`src/rtl/ycr_clk_gate_mc.sv`:
```
// ycr_clk_gate_mc: multi-channel core clock-gate controller.
// Gates clk_in on core idle, ungates on a masked IRQ after a hold-off.
module ctech_clk_gate (
    input  logic GATE,
    input  logic CLK,
    output logic GCLK
);
    logic r_en;

    // Enable is captured while CLK is low so GCLK never glitches.
    always_latch begin
        if (!CLK) r_en <= GATE;
    end

    assign GCLK = CLK & r_en;
endmodule

module ycr_clk_gate_mc #(
    parameter int NIRQ  = 4,
    parameter int CNT_W = 4
) (
    input  logic             clk_in,
    input  logic             reset,
    input  logic [1:0]       cfg_mode,
    input  logic [NIRQ-1:0]  cfg_irq_mask,
    input  logic [CNT_W-1:0] cfg_sleep_dly,
    input  logic [CNT_W-1:0] cfg_wake_cnt,
    input  logic             dst_idle,
    input  logic [NIRQ-1:0]  irq,
    input  logic             wake_src_clr,
    output logic             wakeup,
    output logic [NIRQ-1:0]  wake_src,
    output logic             clk_enb,
    output logic             gated,
    output logic             clk_out
);
    typedef enum logic [1:0] {
        S_IDLE,
        S_SLEEP_DLY,
        S_GATED,
        S_WAKE_HOLD
    } state_t;

    state_t           r_state;
    state_t           w_state_nxt;
    logic [CNT_W-1:0] r_cnt;
    logic [CNT_W-1:0] w_cnt_nxt;
    logic [1:0]       r_mode_s1;
    logic [1:0]       r_mode_ss;
    logic             r_idle_s1;
    logic             r_idle_ss;
    logic             r_idle_r;
    logic             r_wakeup;
    logic             w_wakeup_nxt;
    logic [NIRQ-1:0]  r_wake_src;
    logic [NIRQ-1:0]  w_cap;
    logic [NIRQ-1:0]  w_hit;
    logic             w_idle_ps;
    logic             w_mode_irq;
    logic [CNT_W-1:0] w_dly_m1;

    assign w_hit      = irq & cfg_irq_mask;
    assign w_idle_ps  = r_idle_ss & ~r_idle_r;
    assign w_mode_irq = (r_mode_ss == 2'b01);
    assign w_dly_m1   = cfg_sleep_dly - CNT_W'(1);

    always_ff @(posedge clk_in) begin
        if (reset) begin
            r_state    <= S_IDLE;
            r_cnt      <= '0;
            r_mode_s1  <= 2'b00;
            r_mode_ss  <= 2'b00;
            r_idle_s1  <= 1'b0;
            r_idle_ss  <= 1'b0;
            r_idle_r   <= 1'b0;
            r_wakeup   <= 1'b0;
            r_wake_src <= '0;
        end else begin
            r_mode_s1  <= cfg_mode;
            r_mode_ss  <= r_mode_s1;
            r_idle_s1  <= dst_idle;
            r_idle_ss  <= r_idle_s1;
            r_idle_r   <= r_idle_ss;
            r_state    <= w_state_nxt;
            r_cnt      <= w_cnt_nxt;
            r_wakeup   <= w_wakeup_nxt;
            // New capture bits win over a same-cycle clear.
            r_wake_src <= (wake_src_clr ? '0 : r_wake_src) | w_cap;
        end
    end

    always_comb begin
        w_state_nxt  = r_state;
        w_cnt_nxt    = r_cnt;
        w_wakeup_nxt = 1'b0;
        w_cap        = '0;
        if (!w_mode_irq) begin
            w_state_nxt = S_IDLE;
            w_cnt_nxt   = '0;
        end else begin
            unique case (r_state)
                S_IDLE: begin
                    if (w_idle_ps) begin
                        w_cnt_nxt = '0;
                        if (cfg_sleep_dly == '0)
                            w_state_nxt = S_GATED;
                        else
                            w_state_nxt = S_SLEEP_DLY;
                    end
                end
                S_SLEEP_DLY: begin
                    if (|w_hit) begin
                        w_state_nxt  = S_IDLE;
                        w_wakeup_nxt = 1'b1;
                        w_cap        = w_hit;
                    end else if (!r_idle_ss) begin
                        w_state_nxt = S_IDLE;
                    end else if (r_cnt == w_dly_m1) begin
                        w_state_nxt = S_GATED;
                    end else begin
                        w_cnt_nxt = r_cnt + CNT_W'(1);
                    end
                end
                S_GATED: begin
                    if (|w_hit) begin
                        w_state_nxt  = S_WAKE_HOLD;
                        w_cnt_nxt    = '0;
                        w_wakeup_nxt = 1'b1;
                        w_cap        = w_hit;
                    end
                end
                S_WAKE_HOLD: begin
                    if (r_cnt == cfg_wake_cnt)
                        w_state_nxt = S_IDLE;
                    else
                        w_cnt_nxt = r_cnt + CNT_W'(1);
                end
                default: begin
                    w_state_nxt = S_IDLE;
                    w_cnt_nxt   = '0;
                end
            endcase
        end
    end

    always_comb begin
        unique case (r_mode_ss)
            2'b10:   clk_enb = 1'b0;
            2'b01:   clk_enb = (r_state == S_IDLE) ||
                               (r_state == S_SLEEP_DLY);
            default: clk_enb = 1'b1;
        endcase
    end

    assign gated    = (r_state != S_IDLE);
    assign wakeup   = r_wakeup;
    assign wake_src = r_wake_src;

    ctech_clk_gate u_cg (
        .GATE (clk_enb),
        .CLK  (clk_in),
        .GCLK (clk_out)
    );
endmodule

```
`config.mk`:
```
export PLATFORM = sky130hd
export DESIGN_NAME = ycr_clk_gate_mc
export DESIGN_NICKNAME = d
export VERILOG_FILES = /design/src/rtl/ycr_clk_gate_mc.sv
export SDC_FILE = /design/constraint.sdc
export NUM_CORES = 1
export LEC_CHECK = 0
export CAP_MARGIN = 0
export CORE_UTILIZATION = 50
export CTS_BUF_LIST = sky130_fd_sc_hd__clkbuf_4 sky130_fd_sc_hd__clkbuf_8
export CTS_CLUSTER_DIAMETER = 40
export DETAILED_ROUTE_END_ITERATION = 16
export MAX_ROUTING_LAYER = met4
export PLACE_DENSITY_LB_ADDON = 0.05
export SLEW_MARGIN = 5
export SYNTH_ARGS = -nofsm -noshare
export SYNTH_HDL_FRONTEND = slang
export SYNTH_HIERARCHICAL = 1
export SYNTH_SLANG_ARGS = --single-unit
```
`constraint.sdc`:
```
create_clock -name clk_in -period 5 [get_ports clk_in]
set_input_delay 0.75 -clock clk_in [delete_from_list [all_inputs] [get_ports clk_in]]
set_output_delay 0.75 -clock clk_in [all_outputs]
set_load 0.02 [all_outputs]
```
==> out/summary.txt, run 1 <==
average wire per standard cell = 12.8 um
Port Buffers = 29
routability cong. = 0.844
Power Dens Cells = 245 nW/um^2
crit path DAT = 4.04 ns
share of cells above drive strength 1 = 8.33%
largest net degree at the start of global routing = 14
final setup violation count = 0
Setup Fix Bufs, Post-CTS = 0
crit start category = latch
grt total ovfl = 0
first-pass iteration count of the detailed router = 4
Post-Synth XOR/XNOR Area = 9.98%
RSZ-0062 raised after global routing = false
Seq pwr share = 45.0%
# DRC = 0
dpl hpwl = 1680 um
die width = 47.1 um
final hold vios = 0
ANT cells = 0
count leader, synth = dfxtp_1
Adder-Cell Fraction of Synth Area = 7.39%
I/O Pins = 30
worst slack, placed = 0.679 ns
Async SR Flop Fraction = 0%
max-cap violations = 0
global-route wire length before repair = 3510 um
top cells by area, synth = dfxtp_1 35%, ha_1 7.4%, nor2b_1 6.8%, xnor2_1 5.2%, a32oi_1 3.4%
Worst Setup End Kind = output pin
Hold Buf Count CTS = 0
worst-margin pin slew = 0.478 ns
post-synthesis simple-gate area fraction = 21.2%
initial antenna violation count = 0
worst-path maximum fanout = 1
Slew Viols, Final = 0
Max IR drop VDD = 307 uV
Yosys cell types = 38
switching portion of total power = 26.2%
top_reg_cell synth = dfxtp_1
Yosys Warn Count = 6
detailed-route via count = 913
Clk pin slew, worst setup/hold paths = 0.11 ns
synthesis-to-finish area growth = 36.3%
CTS resizes = 0
combinational family with the most area after synthesis = simple AND/OR/NAND/NOR gates
worst skew pair latency = 0.41 ns
leading area contributor after synthesis = dfxtp_1
TritonCTS clock tree = built
relative slew slack = 68.1%
min setup slack post-route = 0.212 ns
synth cell count leaders = 18 x dfxtp_1, 11 x nor2b_1, 9 x nor2_1
internal power = 0.250 mW
site row count = 15
Worst Skew = 0.00623 ns
NetSw = 0.0888 mW
setup TNS = 0 ns
Nets = 173
Die H = 47.1 um
Gate Count Post-Synth = 109
DR vias/cell = 5.40
Netlist Area Pre-Place = 1020 um^2
Leak = 0.533 nW
Post-Route WL = 2160 um
Post-Syn Area per Cell = 9.32 um^2
status = complete, no violations
Initial Util = 55.8%
Routed Antenna Nets = 0
GRT Overall Usage = 25.5%
core area = 1820 um^2
vias in the first global route = 873
Post-synth EDFFs = 0
CP required = 4.25 ns
post-synthesis mux area share = 0%
FF+latch count, synth = 19
Worst Path Class, Setup = latch to output pin
Total Die Area = 2220 um^2
hold crit path type = register to register
Net Count, Synth = 137
combinational power share = 12.2%
top-area cell type share of the netlist area = 35.5%
compound-gate portion of the synthesized area = 21.2%
Clk pwr share = 42.7%
DRC violation total after the first TritonRoute iteration = 13
[worst max-delay path, cell delays in order (launching register included)]
cell             delay (ns)
dlxtn_1                0.41
and2_1                 0.12
clkdlybuf4s50_1        0.59
[path summary, 6_finish.rpt]
kind,slack (ns),startpoint,to,cells past startpoint
max,0.21,u_cg/r_en,clk_out,2
min,0.45,r_mode_s1[0],r_mode_ss[0],1
max reg2reg,1.45,r_state[1],u_cg/r_en,4
min reg2reg,0.45,r_mode_s1[0],r_mode_ss[0],1
[power groups by stage]
stage	registers (mW)	logic, mW	clock network, mW
6_report	0.153	0.0415	0.145
5_1_grt	0.153	0.0452	0.162
3_3_place_gp	0.156	0.0406	0.0296
3_5_place_dp	0.156	0.0414	0.0296
2_1_floorplan	0.156	0.0193	0.0157
4_1_cts	0.153	0.0416	0.151
[metrics by stage]
stage / util, % / power, mW / std cells / instance area, um^2 / hold WS (ns)
floorplan: - / 0.191 / 109 / 1020 / 0.414
global placement: 73.3 / 0.226 / 162 / 1330 / 0.418
detailed placement: 73.3 / 0.227 / 162 / 1330 / 0.428
CTS: 76.1 / 0.345 / 169 / 1390 / 0.456
global route: 76.1 / 0.360 / 169 / 1390 / 0.463
finish: 76.1 / 0.339 / 169 / 1390 / 0.452
[sequential cells by signal, summed over array words and instances (netlist names)]
register,count
wake_src,4
r_idle_s1,1
r_idle_r,1
r_state,2
u_cg/r_en,1
r_idle_ss,1
wakeup,1
r_mode_s1,2
r_mode_ss,2
r_cnt,4
[layout make-up]
cell class	instances	area, um^2
clock buffers	7	55.1
clock inverters	1	6.26
fillers	132	435
inverters	8	30.0
multi-input cells	81	607
flip-flops and latches	19	375
well taps	25	31.3
repair buffers	28	280
[placed cells by master, fill, tap and decap left out, types with 4 or more instances in the layout]
master           instances
a21oi_1                  5
a32oi_1                  4
clkbuf_4                 6
clkdlybuf4s50_1         29
dfxtp_1                 18
ha_1                     6
inv_1                    8
nand2_1                  4
nand4_1                  4
nor2_1                   9
nor2b_1                 11
xnor2_1                  6
[logic make-up (layout without fill, tap and decap cells)]
family,Yosys count,in the layout
latches,1,1
AO/OA/AOI/OAI,27,27
adder cells (fa/ha/maj),6,6
XOR/XNOR,9,9
AND/OR/NAND/NOR,39,39
flip-flops,18,18
buffers and inverters,9,44
[layer usage]
metal	up-vias	wire, um	global-route usage [%]
met5	-	0	-
met4	0	76	21.7
met3	9	115	9.62
met2	36	1030	39.2
met1	407	943	25.1
li1	461	-	-
No activity file was read; power rests on OpenSTA's default activity.
==> run 2: changes to the inputs <==
--- a/config.mk
+++ b/config.mk
@@ -12,7 +12,8 @@
 export DETAILED_ROUTE_END_ITERATION = 16
 export MAX_ROUTING_LAYER = met4
 export PLACE_DENSITY_LB_ADDON = 0.05
-export SLEW_MARGIN = 5
+export SETUP_SLACK_MARGIN = 0.4
+export SLEW_MARGIN = 0
 export SYNTH_ARGS = -nofsm -noshare
 export SYNTH_HDL_FRONTEND = slang
 export SYNTH_HIERARCHICAL = 1
==> run 2 against run 1 <==
Flip-flop and latch count is the same. Combinational power is essentially flat. Sequential power is essentially flat. Setup slack gained 0.27 ns. Die area is the same. Sequential share of layout area is essentially flat. Critical path type unchanged. Highest routed layer unchanged.
==> out/summary.txt, run 2 (same netlist as run 1, synthesis figures left out) <==
largest net degree at the start of global routing = 14 (unchanged)
ANT cells = 0 (unchanged)
Placed Area = 1330 um^2 (unchanged)
status = complete, no violations (unchanged)
RSZ-0062 raised after global routing = false (unchanged)
path depth of the worst reg2reg path = 4 (unchanged)
Power Dens Cells = 241 nW/um^2 (was 245 nW/um^2)
Slew Viols, Final = 0 (unchanged)
met2 usage = 39.2% (unchanged)
routability cong. = 0.844 (unchanged)
Nets = 173 (unchanged)
synthesis-to-finish area growth = 36.2% (was 36.3%)
global-route wire length before repair = 3510 um (unchanged)
Leak = 0.535 nW (was 0.533 nW)
die width = 47.1 um (unchanged)
worst-margin pin slew = 0.478 ns (unchanged)
CP Launch Point = u_cg/r_en (unchanged)
end of the critical path = clk_out (unchanged)
crit path DAT = 3.76 ns (was 4.04 ns)
CP required = 4.25 ns (about the same)
Total Die Area = 2220 um^2 (unchanged)
final setup violation count = 0 (unchanged)
RR Startpoint = r_state[1] (unchanged)
TritonCTS clock tree = built (unchanged)
average wire per standard cell = 12.8 um (about the same)
share of cells above drive strength 1 = 8.33% (unchanged)
Clk pin slew, worst setup/hold paths = 0.11 ns (about the same)
GRT met1 Usage = 25.1% (unchanged)
Worst Skew = 0.00626 ns (was 0.00623 ns)
Tot Pwr = 0.333 mW (was 0.339 mW)
reg2reg end = u_cg/r_en (unchanged)
first-pass iteration count of the detailed router = 4 (unchanged)
largest stage delay on the critical path = 0.41 ns (was 0.59 ns)
Initial Util = 55.8% (unchanged)
vias in the first global route = 873 (unchanged)
worst-path maximum fanout = 1 (unchanged)
setup TNS = 0 ns (unchanged)
crit start category = latch (unchanged)
I/O Pins = 30 (unchanged)
Fillers = 133 (was 132)
Setup Fix Bufs, Post-CTS = 0 (unchanged)
GRT Overall Usage = 25.5% (unchanged)
Port Buffers = 29 (unchanged)
Hold Path Origin = r_mode_s1[0] (unchanged)
grt total ovfl = 0 (unchanged)
Worst Setup End Kind = output pin (unchanged)
Worst Path Class, Setup = latch to output pin (unchanged)
DRC violation total after the first TritonRoute iteration = 13 (unchanged)
# DRC = 0 (unchanged)
core area = 1820 um^2 (unchanged)
site row count = 15 (unchanged)
met3 usage = 9.62% (unchanged)
most common cell after layout, fill and taps aside = clkdlybuf4s50_1 (unchanged)
Slowest-stage cell, CP = dlxtn_1 (was clkdlybuf4s50_1)
max-cap violations = 0 (unchanged)
CP cell instances = and2_1, dlygate4sd2_1 (was and2_1, clkdlybuf4s50_1)
Die H = 47.1 um (unchanged)
Design Area, Final = 1380 um^2 (was 1390 um^2)
Routed Antenna Nets = 0 (unchanged)
GRT busiest layer = met2 (unchanged)
Post-Route WL = 2160 um (about the same)
dpl hpwl = 1680 um (unchanged)
reg2reg setup slack = 1.45 ns (about the same)
relative slew slack = 68.1% (unchanged)
final hold vios = 0 (unchanged)
most frequent cells in the layout = 28 x clkdlybuf4s50_1, 18 x dfxtp_1, 11 x nor2b_1 (was 29 x clkdlybuf4s50_1, 18 x dfxtp_1, 11 x nor2b_1)
detailed-route via count = 913 (unchanged)
Max IR drop VDD = 294 uV (was 307 uV)
initial antenna violation count = 0 (unchanged)
worst skew pair latency = 0.41 ns (about the same)
hold crit path type = register to register (unchanged)
DR vias/cell = 5.40 (unchanged)
## run 2: cell count changes in the layout (fill, tap and decap cells not counted), sizes merged
| cell | change |
|---|---|
| clkdlybuf4s50 | -1 |
| dlygate4sd2 | +1 |
## run 2: worst max-delay path, delay by kind of cell, from the launching register on
kind	cells	cell delay, ns
buffers and inverters	1	0.32
latches	1	0.41
AND/OR/NAND/NOR	1	0.11
## run 2: per-stage QoR
stage	cells	setup WS (ns)	util (%)	hold slack [ns]
CTS	169	0.465	76.0	0.456
floorplan	109	1.17	-	0.414
finish	169	0.486	76.0	0.452
detailed placement	162	0.679	73.3	0.428
global placement	162	0.700	73.3	0.418
global route	169	0.412	76.0	0.463
## run 2: metal layers
metal,wire length [um],part of all wire (%)
met5,0,0
met4,76,3.5
met3,115,5.3
met2,1030,47
met1,942,44
## run 2: final cells by class
cell class | instances | area [um^2] | area share (%)
clock buffer | 7 | 53.8 | 3.89
timing repair buffer | 28 | 280 | 20.3
sequential | 19 | 375 | 27.1
inverter | 8 | 30.0 | 2.17
tap | 25 | 31.3 | 2.26
multi-input combinational | 81 | 607 | 43.9
clock inverter | 1 | 6.26 | 0.452
## run 2: timing repair
action	4_1_cts	5_1_grt
gates resized for setup	1	0
endpoints found under the setup margin	2	0
hold buffers	0	0
## run 2: worst min path at each step
stage / to / slack (ns) / depth (start not counted)
floorplan: r_idle_ss / 0.41 / 1
global route: r_mode_ss[0] / 0.46 / 1
detailed placement: r_mode_ss[0] / 0.43 / 1
global placement: r_mode_ss[1] / 0.42 / 1
finish: r_mode_ss[0] / 0.45 / 1
CTS: r_mode_ss[0] / 0.46 / 1
## run 2: report_power, final
| part | internal [mW] | leakage, nW | switching [mW] | total, mW |
|---|---|---|---|---|
| Sequential | 0.152 | 0.155 | 0.00104 | 0.153 |
| Clock | 0.0681 | 0.0401 | 0.0708 | 0.139 |
| Combinational | 0.0249 | 0.340 | 0.0166 | 0.0415 |
| Total | 0.245 | 0.535 | 0.0885 | 0.333 |
==> run 3: changes to the inputs <==
--- a/config.mk
+++ b/config.mk
@@ -13,6 +13,7 @@
 export MAX_ROUTING_LAYER = met4
 export PLACE_DENSITY_LB_ADDON = 0.05
 export SETUP_SLACK_MARGIN = 0.4
+export SKIP_CTS_REPAIR_TIMING = 1
 export SLEW_MARGIN = 0
 export SYNTH_ARGS = -nofsm -noshare
 export SYNTH_HDL_FRONTEND = slang
==> run 3 against run 2 <==
Count of clock-buffer cells in the layout is the same. First-iteration DRC count shrank 31%. Combinational power is essentially flat. Clock skew shrank 0.0013 ns. Total power grew 1.2%. Clock power grew 3%. Largest power group unchanged.
==> out/summary.txt, run 3 (same netlist as run 1, synthesis figures left out) <==
Worst Path Class, Setup = latch to output pin (unchanged)
relative slew slack = 68.6% (was 68.1%)
crit path DAT = 3.66 ns (was 3.76 ns)
Total Die Area = 2220 um^2 (unchanged)
share of cells above drive strength 1 = 9.03% (was 8.33%)
dpl hpwl = 1680 um (unchanged)
CP Launch Point = u_cg/r_en (unchanged)
most common cell after layout, fill and taps aside = clkdlybuf4s50_1 (unchanged)
global-route wire length before repair = 3510 um (unchanged)
DR vias/cell = 5.46 (was 5.40)
WHS = 0.453 ns (was 0.452 ns)
I/O Pins = 30 (unchanged)
internal power = 0.248 mW (was 0.245 mW)
Port Buffers = 29 (unchanged)
site row count = 15 (unchanged)
Post-Route WL = 2210 um (was 2160 um)
Tot Pwr = 0.337 mW (was 0.333 mW)
max-cap violations = 0 (unchanged)
multi-input combinational cell area = 607 um^2 (unchanged)
worst-path maximum fanout = 1 (unchanged)
detailed-route via count = 922 (was 913)
combinational power share = 12.4% (was 12.5%)
vias in the first global route = 873 (unchanged)
NetSw = 0.0885 mW (about the same)
WHS Path Cells = 1 (unchanged)
path depth of the worst reg2reg path = 4 (unchanged)
Placed Area = 1330 um^2 (unchanged)
largest net degree at the start of global routing = 14 (unchanged)
crit start category = latch (unchanged)
min setup slack post-route = 0.594 ns (was 0.486 ns)
synthesis-to-finish area growth = 36.7% (was 36.2%)
Fillers = 133 (unchanged)
final hold vios = 0 (unchanged)
core area = 1820 um^2 (unchanged)
status = complete, no violations (unchanged)
Seq pwr share = 45.3% (was 45.8%)
Routed Antenna Nets = 0 (unchanged)
FF/Latch Area = 377 um^2 (was 375 um^2)
first-pass iteration count of the detailed router = 4 (unchanged)
Slew Viols, Final = 0 (unchanged)
Max IR drop VDD = 302 uV (was 294 uV)
Design Area, Final = 1390 um^2 (was 1380 um^2)
hold crit path type = register to register (unchanged)
grt total ovfl = 0 (unchanged)
setup TNS = 0 ns (unchanged)
TritonCTS clock tree = built (unchanged)
most frequent cells in the layout = 28 x clkdlybuf4s50_1, 18 x dfxtp_1, 11 x nor2b_1 (unchanged)
ANT cells = 0 (unchanged)
Clk pwr share = 42.3% (was 41.7%)
final setup violation count = 0 (unchanged)
average wire per standard cell = 13.1 um (was 12.8 um)
GRT Overall Usage = 25.5% (unchanged)
Worst Setup End Kind = output pin (unchanged)
Nets = 173 (unchanged)
RR Startpoint = r_state[1] (unchanged)
Leak = 0.543 nW (was 0.535 nW)
switching portion of total power = 26.3% (was 26.6%)
# DRC = 0 (unchanged)
die width = 47.1 um (unchanged)
Worst Skew = 0.00494 ns (was 0.00626 ns)
Die H = 47.1 um (unchanged)
CP required = 4.25 ns (about the same)
DRC violation total after the first TritonRoute iteration = 9 (was 13)
Clk pin slew, worst setup/hold paths = 0.11 ns (about the same)
Initial Util = 55.8% (unchanged)
worst-margin pin slew = 0.470 ns (was 0.478 ns)
Hold Path Origin = r_mode_s1[0] (unchanged)
initial antenna violation count = 0 (unchanged)
RSZ-0062 raised after global routing = false (unchanged)
routability cong. = 0.844 (unchanged)
Power Dens Cells = 243 nW/um^2 (was 241 nW/um^2)
worst slack, placed = 0.679 ns (unchanged)
worst skew pair latency = 0.41 ns (about the same)
run 3: cell types whose count changed in the layout (fill, tap and decap cells not counted), sizes merged:
| cell | change |
|---|---|
| dlygate4sd2 | -1 |
| dlymetal6s2s | +1 |
run 3: layout make-up:
type | instances | area share [%]
Multi-Input combinational cell | 81 | 43.7
Sequential cell | 19 | 27.1
Timing Repair Buffer | 28 | 20.2
Clock buffer | 7 | 4.14
Tap cell | 25 | 2.25
Inverter | 8 | 2.16
Clock inverter | 1 | 0.450
run 3: power by group through the flow:
stage | clock network (mW) | logic, mW | registers, mW
finish | 0.143 | 0.0416 | 0.153
global route | 0.161 | 0.0454 | 0.153
CTS | 0.151 | 0.0416 | 0.153
detailed placement | 0.0296 | 0.0414 | 0.156
global placement | 0.0296 | 0.0406 | 0.156
floorplan | 0.0157 | 0.0193 | 0.156
run 3: final timing paths:
check	to	slack, ns
hold / removal	r_mode_ss[0]	0.45
setup / recovery	clk_out	0.59
setup reg to reg	u_cg/r_en	1.46
hold reg to reg	r_mode_ss[0]	0.45
run 3: metrics by stage:
step	instances	utilization, %
CTS	169	76.1
global placement	162	73.3
detailed placement	162	73.3
floorplan	109	-
global route	169	76.3
finish	169	76.3
run 3: metal layers:
layer	vias to the layer above	wire length (um)	track usage (%)
met2	41	1080	39.2
met4	0	85	21.7
met1	406	915	25.1
li1	464	-	-
met3	11	123	9.62
met5	-	0	-
run 3: worst max-delay path, cell delays in order (launching register included):
cell,delay [ns]
dlxtn_2,0.42
and2_1,0.11
dlymetal6s2s_1,0.21
